--- config.mk ---
export PLATFORM = sky130hd
export DESIGN_NAME = regfile_write_port
export DESIGN_NICKNAME = d
export VERILOG_FILES = /design/src/rtl/regfile_pkg.sv /design/src/rtl/regfile_wr_decoder.sv /design/src/rtl/regfile_write_port.sv
export SDC_FILE = /design/constraint.sdc
export NUM_CORES = 2
export LEC_CHECK = 0
export CORE_AREA = 2 2 427 429
export DETAILED_ROUTE_END_ITERATION = 10
export DIE_AREA = 0 0 429 431
export HOLD_SLACK_MARGIN = 0.08
export RECOVER_POWER = 25
export SYNTH_ARGS = -nofsm -noshare
export SYNTH_HDL_FRONTEND = slang
export SYNTH_HIERARCHICAL = 1
export SYNTH_SLANG_ARGS = --single-unit
--- constraint.sdc ---
create_clock -name clk -period 6.65 [get_ports clk]
set_input_delay 0.665 -clock clk [delete_from_list [all_inputs] [get_ports clk]]
set_output_delay 0.665 -clock clk [all_outputs]
set_load 0.05 [all_outputs]
--- src/rtl/regfile_pkg.sv ---
// Shared constants and types for the register-file write side.
package regfile_pkg;

  localparam int unsigned BITS  = 5;
  localparam int unsigned WIDTH = 32;
  localparam int unsigned NREGS = 2 ** BITS;

  typedef struct packed {
    logic [BITS-1:0]  addr;
    logic [WIDTH-1:0] data;
  } wr_req_t;

  typedef enum logic {
    IDLE = 1'b0,
    HOLD = 1'b1
  } hold_state_t;

endpackage

--- src/rtl/regfile_wr_decoder.sv ---
// Write-address decoder: binary address to one-hot register enable, gated by en.
module regfile_wr_decoder #(
  parameter int unsigned Bits = 5
) (
  input  logic                 en,
  input  logic [Bits-1:0]      addr,
  output logic [2**Bits-1:0]   sel_c
);

  always_comb begin
    sel_c = '0;
    if (en) sel_c[addr] = 1'b1;
  end

endmodule

--- src/rtl/regfile_write_port.sv ---
// Dual write port into a 32x32 register bank with one physical write port.
// Optional REGFILE_ZERO_REG_EN hardwires register 0 to zero.
module regfile_write_port
  import regfile_pkg::*;
#(
  parameter int unsigned Bits  = BITS,
  parameter int unsigned Width = WIDTH
) (
  input  logic                          clk,
  input  logic                          rst_n,
  input  logic                          wr0_valid,
  input  logic [Bits-1:0]               wr0_addr,
  input  logic [Width-1:0]              wr0_data,
  output logic                          wr0_ready,
  input  logic                          wr1_valid,
  input  logic [Bits-1:0]               wr1_addr,
  input  logic [Width-1:0]              wr1_data,
  output logic                          wr1_ready,
  output logic                          busy,
  output logic [(2**Bits)*Width-1:0]    rf_q
);

  localparam int unsigned NRegs = 2 ** Bits;
`ifdef REGFILE_ZERO_REG_EN
  localparam bit ZeroReg = 1'b1;
`else
  localparam bit ZeroReg = 1'b0;
`endif

  hold_state_t                  state;
  logic [Bits-1:0]              hold_addr;
  logic [Width-1:0]             hold_data;
  logic                         wr_en;
  logic [Bits-1:0]              wr_addr;
  logic [Width-1:0]             wr_data;
  logic                         capture;
  logic                         xfer0;
  logic                         xfer1;
  logic                         zero0;
  logic                         zero1;
  logic [NRegs-1:0]             sel;
  logic [NRegs-1:0][Width-1:0]  regs;

  // Readies depend only on the hold state so a producer never sees a valid->ready loop.
  assign wr0_ready = (state == IDLE);
  assign wr1_ready = (state == IDLE);
  assign busy      = (state == HOLD);

  assign xfer0 = wr0_valid && (state == IDLE);
  assign xfer1 = wr1_valid && (state == IDLE);
  assign zero0 = ZeroReg && (wr0_addr == '0);
  assign zero1 = ZeroReg && (wr1_addr == '0);

  // Select the single write that reaches the bank this cycle.
  always_comb begin
    wr_en   = 1'b0;
    wr_addr = wr0_addr;
    wr_data = wr0_data;
    capture = 1'b0;
    if (state == HOLD) begin
      wr_en   = 1'b1;
      wr_addr = hold_addr;
      wr_data = hold_data;
    end else if (xfer0 && xfer1 && (wr0_addr == wr1_addr)) begin
      wr_en   = !zero1;
      wr_addr = wr1_addr;
      wr_data = wr1_data;
    end else if (xfer0 && xfer1 && zero1) begin
      wr_en   = !zero0;
    end else if (xfer0 && xfer1) begin
      wr_en   = !zero0;
      capture = 1'b1;
    end else if (xfer0) begin
      wr_en   = !zero0;
    end else if (xfer1) begin
      wr_en   = !zero1;
      wr_addr = wr1_addr;
      wr_data = wr1_data;
    end
  end

  // Hold-buffer state machine: the younger write waits one cycle for the bank.
  always_ff @(posedge clk or negedge rst_n) begin
    if (!rst_n) begin
      state     <= IDLE;
      hold_addr <= '0;
      hold_data <= '0;
    end else begin
      case (state)
        IDLE: begin
          if (capture) begin
            state     <= HOLD;
            hold_addr <= wr1_addr;
            hold_data <= wr1_data;
          end
        end
        HOLD: state <= IDLE;
      endcase
    end
  end

  regfile_wr_decoder #(.Bits(Bits)) u_dec (
    .en    (wr_en),
    .addr  (wr_addr),
    .sel_c (sel)
  );

  always_ff @(posedge clk or negedge rst_n) begin
    if (!rst_n) begin
      regs <= '0;
    end else begin
      for (int unsigned i = 0; i < NRegs; i++) begin
        if (sel[i]) regs[i] <= wr_data;
      end
    end
  end

  assign rf_q = regs;

endmodule

Word-level counts from Yosys, hierarchy flattened

Cells that the tools add are included.

Register bits: 1,062
Word-level logic and storage cells: 68

Eq/ne operators: 1
Bitwise gates (word level): 1
Mux-type cells: 23
Reductions and logical operators: 6
$lt $le $gt $ge: 2

Operator list:

| operator           | number |
|---|---|
| $mux 32            | 6 |
| $mux 5             | 5 |
| $mux 1             | 10 |
| $lt 5x6->1 const B | 1 |
| $demux 1 s5        | 1 |
| $eq 5x5->1         | 1 |
| $ge 5x1->1 const B | 1 |
| $logic_and 1x1->1  | 5 |
| $pmux 1 s2         | 1 |
| $reduce_and 2->1   | 1 |
| $not 1->1          | 1 |

Longest topological paths before layout

Word-level depth: 12
Depth in mapped cells: 14
Mapped depth without buffers: 8

Modules after synthesis

The synthesis kept the hierarchy.

Modules (own cells, without submodules):

| module             | instances | seq. area each (µm²) | cells each | area each (µm²) |
|---|---|---|---|---|
| regfile_write_port | 1         | 26,575.5             | 3,847      | 41,813.9 |
| regfile_wr_decoder | 1         | 0.0                  | 47         | 230.2 |

Worst setup path before layout

No wires, ideal clock.

Path kind: input port to flip-flop
Start point: input wr1_addr[3]
End point: register regs, in the netlist rf_q[100]
Cell stages on the path: 12
Arrival time: 3.288 ns
Data required time: 6.568 ns
Slack: 3.280 ns
Path buffers: 4
Path through: xnor2_1 -> and3_1 -> buf_2 -> buf_4 -> a211oi_2 -> a221o_1 -> or4b_1 -> nor2_1 -> buf_1 -> clkbuf_1 -> nor2_1 -> a31oi_1

Elaborated cells between the ends (all ways): 17

RTL lines:

| what                                                                  | line                      | source |
|---|---|---|
| start, declared                                                       | regfile_write_port.sv:16  | `input logic [Bits-1:0] wr1_addr,` |
| $eq 5x5->1 (*)                                                        | regfile_write_port.sv:64  | `end else if (xfer0 && xfer1 && (wr0_addr == wr1_addr)) begin` |
| $logic_and 1x1->1 (*)                                                 | regfile_write_port.sv:64  |  |
| $mux 5 (*)                                                            | regfile_write_port.sv:64  |  |
| $mux 5 (*)                                                            | regfile_write_port.sv:60  | `if (state == HOLD) begin` |
| named net wr_addr[2]                                                  | regfile_write_port.sv:34  | `logic [Bits-1:0] wr_addr;` |
| $lt 5x6->1 (not written as such) / $ge 5x1->1 (equally long branches) | regfile_wr_decoder.sv:12  | `if (en) sel_c[addr] = 1'b1;` |
| $logic_and 1x1->1 (not written as such)                               | regfile_wr_decoder.sv:12  |  |
| $mux 1 (not written as such)                                          | regfile_wr_decoder.sv:12  |  |
| $demux 1 s5 (*)                                                       | n/a                       |  |
| $mux 32 (*)                                                           | regfile_wr_decoder.sv:12  |  |
| named net sel[3]                                                      | regfile_write_port.sv:41  | `logic [NRegs-1:0] sel;` |
| end signal, assigned by index                                         | regfile_write_port.sv:113 | `if (sel[i]) regs[i] <= wr_data;` |
| end, declared                                                         | regfile_write_port.sv:42  | `logic [NRegs-1:0][Width-1:0] regs;` |

Mark *: on every way through the listed nets, which the timed path passes. The rest lies on a longest branch.
A chain may end at the register's enable or synchronous reset.

==> flow_metrics.py <==
metrics = {
    "final_layout": {
        "layout-drive-gt1-share_pct": 9.39,
        "final_area_sq_um": 59600,
        "utilization_pct": 33.1,
        "nNetsFinal": 4858,
        "final_cell_mix": "clkdlybuf4s50_1 (1101), dfrtp_1 (1061), a31oi_1 (1056), nor2_1 (1024), buf_4 (117)",
        "syn_to_final_growth_pct": 41.8,
        "final_common_cell": "clkdlybuf4s50_1",
    },
    "run_status": {
        "outcome": "finished, violations left",
        "violations": "capacitance limit, slew limit",
    },
    "die": {
        "die_width_um": 429,
        "ioPinCount": 1105,
        "core_sq_um": 180000,
        "rows": 156,
        "fp.dieH_um": 431,
        "initial_core_util_pct": 23.3,
        "die-area_sq_um": 185000,
    },
    "synth": {
        "synthFlopType": "dfrtp_1",
        "yosysTopAreaCell": "dfrtp_1",
        "synth_seq_area_share_pct": 63.2,
        "synth_fa_ha_area_share_pct": 0,
        "yosys_warnings": 6,
        "synth_area_per_cell_sq_um": 10.8,
        "postSynth.asyncResetShare_pct": 100,
        "synthSimpleGateAreaFrac_pct": 11.4,
        "synth_top_family_by_area": "compound AO/OA/AOI/OAI gates",
        "synth_cell_types": 37,
        "synthXorXnorAreaFrac_pct": 0.104,
        "mappedNetlistNets": 3972,
        "synth-compound-area-share_pct": 18.9,
        "synth_mux_area_share_pct": 0.991,
        "ys_ff_latch": 1062,
        "syn_inst": 3894,
        "synth_top_area_share_pct": 63.2,
        "synth_edf_count": 0,
        "synth.area.top_cells": "dfrtp_1 (63%), a31oi_1 (16%), nor2_1 (9.4%), buf_2 (2.1%), clkbuf_1 (1.9%)",
        "synth_area_sq_um": 42000,
    },
    "sta": {
        "fin_crit_sh_pct": 71.4,
        "fmax_mhz": 211,
        "period_minus_slack_ns": 4.75,
        "fin_ws_ns": 1.90,
        "whs_ns": 0.443,
        "maxSlewViolCount": 341,
        "finalHoldViolCount": 0,
        "skew_ns": 0.0633,
        "worst_slew_pin_slew_ns": 3.29,
        "setup_violations": 0,
        "max_slew_margin_pct": -119,
        "rsz0062_at_grt": "false",
        "tns_ns": 0,
    },
    "route": {
        "wirelength_um": 203000,
        "ant_nets": 0,
        "vias": 37130,
        "drcViolationCount": 0,
        "drt_iter0_markers": 3904,
        "routedWlPerCell_um": 27.9,
        "via_per_inst": 5.11,
        "dr.pass1.iters": 6,
    },
    "hold_path": {
        "hp-class": "input pin to asynchronous set/reset pin",
    },
    "global_routing": {
        "grt_max_degree": 168,
        "grt_pass1_wl_um": 278000,
        "grt_overflow": 0,
        "grtUsageTotal_pct": 21.0,
        "antenna_found_initial": 25,
        "grt_pass1_vias": 35282,
    },
    "placement": {
        "post-dp-hpwl_um": 136000,
        "gp_congestion": 0.827,
        "pre_cts_ws_ns": 1.88,
        "portBuffers": 1104,
        "placed_area_sq_um": 55800,
    },
    "setup_path": {
        "end_kind": "asynchronous set/reset pin",
        "worstPathRequired_ns": 7.32,
        "reg2reg_from": "busy",
        "r2r_slack_ns": 2.45,
        "path_class": "input pin to asynchronous set/reset pin",
        "critPathMaxFanout": 80,
        "rr_worst_depth": 7,
        "reg2reg_to": "rf_q[558]",
        "critPathLaunchType": "input pin",
        "arrival_ns": 5.42,
    },
    "power_and_ir_drop": {
        "switching_share_pct": 51.1,
        "power_density_nw_per_um2": 698,
        "combPwrFrac_pct": 56.3,
        "ir_drop_uv": 426,
        "p_leak_uw": 0.0238,
        "intPower_uw": 20300,
        "switchingPower_uw": 21300,
        "clkPwrFrac_pct": 15.7,
        "p_seq_share_pct": 28.0,
    },
    "clocking": {
        "clock_path_buffers": 3,
        "cts.sinks": 1062,
        "clkTransAtPathRegs_ns": 0.06,
        "cts_root_buf": "clkbuf_16",
        "cts_max_level": 3,
        "tritoncts": "yes",
        "clk_latency_ns": 0.79,
        "cts_made_buffers": 114,
    },
    "run": {
        "cap_violations": 5,
    },
}
## metal layers
metal	GRT usage (%)	part of all wire (%)	up-vias
met2	34.8	48	1972
li1	-	-	15722
met3	5.30	8.0	479
met4	12.0	6.1	4
met1	24.7	38	18953
met5	0	0.0074	-
## layout make-up
cell class                 count  area, sq um
fill                       18239       121000
sequential                  1062        26600
multi-input combinational   2360        14000
timing repair buffer        1238        12200
clock buffer                 179         3460
tap                         2370         2970
clock inverter                32          393
antenna                       24         60.1
inverter                       4         17.5
## critical path: stages
cell           delay, ns
dlygate4sd3_1       0.57
buf_8               0.46
clkbuf_1            2.28
clkbuf_2            1.22
## timing repair
item                                   4_1_cts  5_1_grt
buffers inserted                             0        0
hold buffers                                 1        0
endpoints found under the hold margin       74        0
gates resized for setup                      0        0
## cells in the mapped netlist, types with 5 or more instances
library cell / n
mux2_2: 37
nor2b_1: 32
buf_4: 19
a31oi_1: 1056
o2111ai_4: 20
clkbuf_1: 209
nor2_1: 1056
a221o_1: 5
a2bb2oi_1: 5
buf_2: 179
nand2b_1: 34
o21ai_0: 5
nand3b_1: 32
nand2_1: 11
a41oi_2: 28
buf_1: 32
dfrtp_1: 1062
o2111ai_2: 10
buf_6: 27
## metrics by stage
stage	power, uW	instances
after global placement	34800	7033
final	41600	7269
after CTS	41700	7245
after floorplan	25900	3894
after global routing	43000	7263
after detailed placement	35100	7033
## power by group through the flow
stage | Combinational [uW] | Clock [uW] | Sequential, uW
after floorplan | 3290 | 0 | 22600
after global placement | 23200 | 0 | 11600
after detailed placement | 23400 | 0 | 11700
after CTS | 23400 | 6650 | 11600
after global routing | 24100 | 6910 | 12000
final | 23400 | 6530 | 11600
## worst max path at each step
stage / endpoint / slack (ns) / from
floorplan: rf_q[100] / 3.28 / wr1_addr[3]
global placement: rf_q[462] / 1.97 / wr1_addr[2]
detailed placement: rf_q[462] / 1.88 / wr1_addr[2]
CTS: rf_q[913] / 2.45 / busy
global route: rf_q[489] / 1.30 / rst_n
finish: rf_q[489] / 1.90 / rst_n
## sequential cells by signal, summed over array words and instances, names as in the netlist
register / flops
hold_data: 32
hold_addr: 5
rf_q: 1024
busy: 1
## cell families after synthesis
logic type | after synthesis
simple gates | 1181
flops | 1062
mux | 37
xor+xnor | 5
compound gates | 1137
buf+inv | 472
Power figures use the tool's default switching activity.
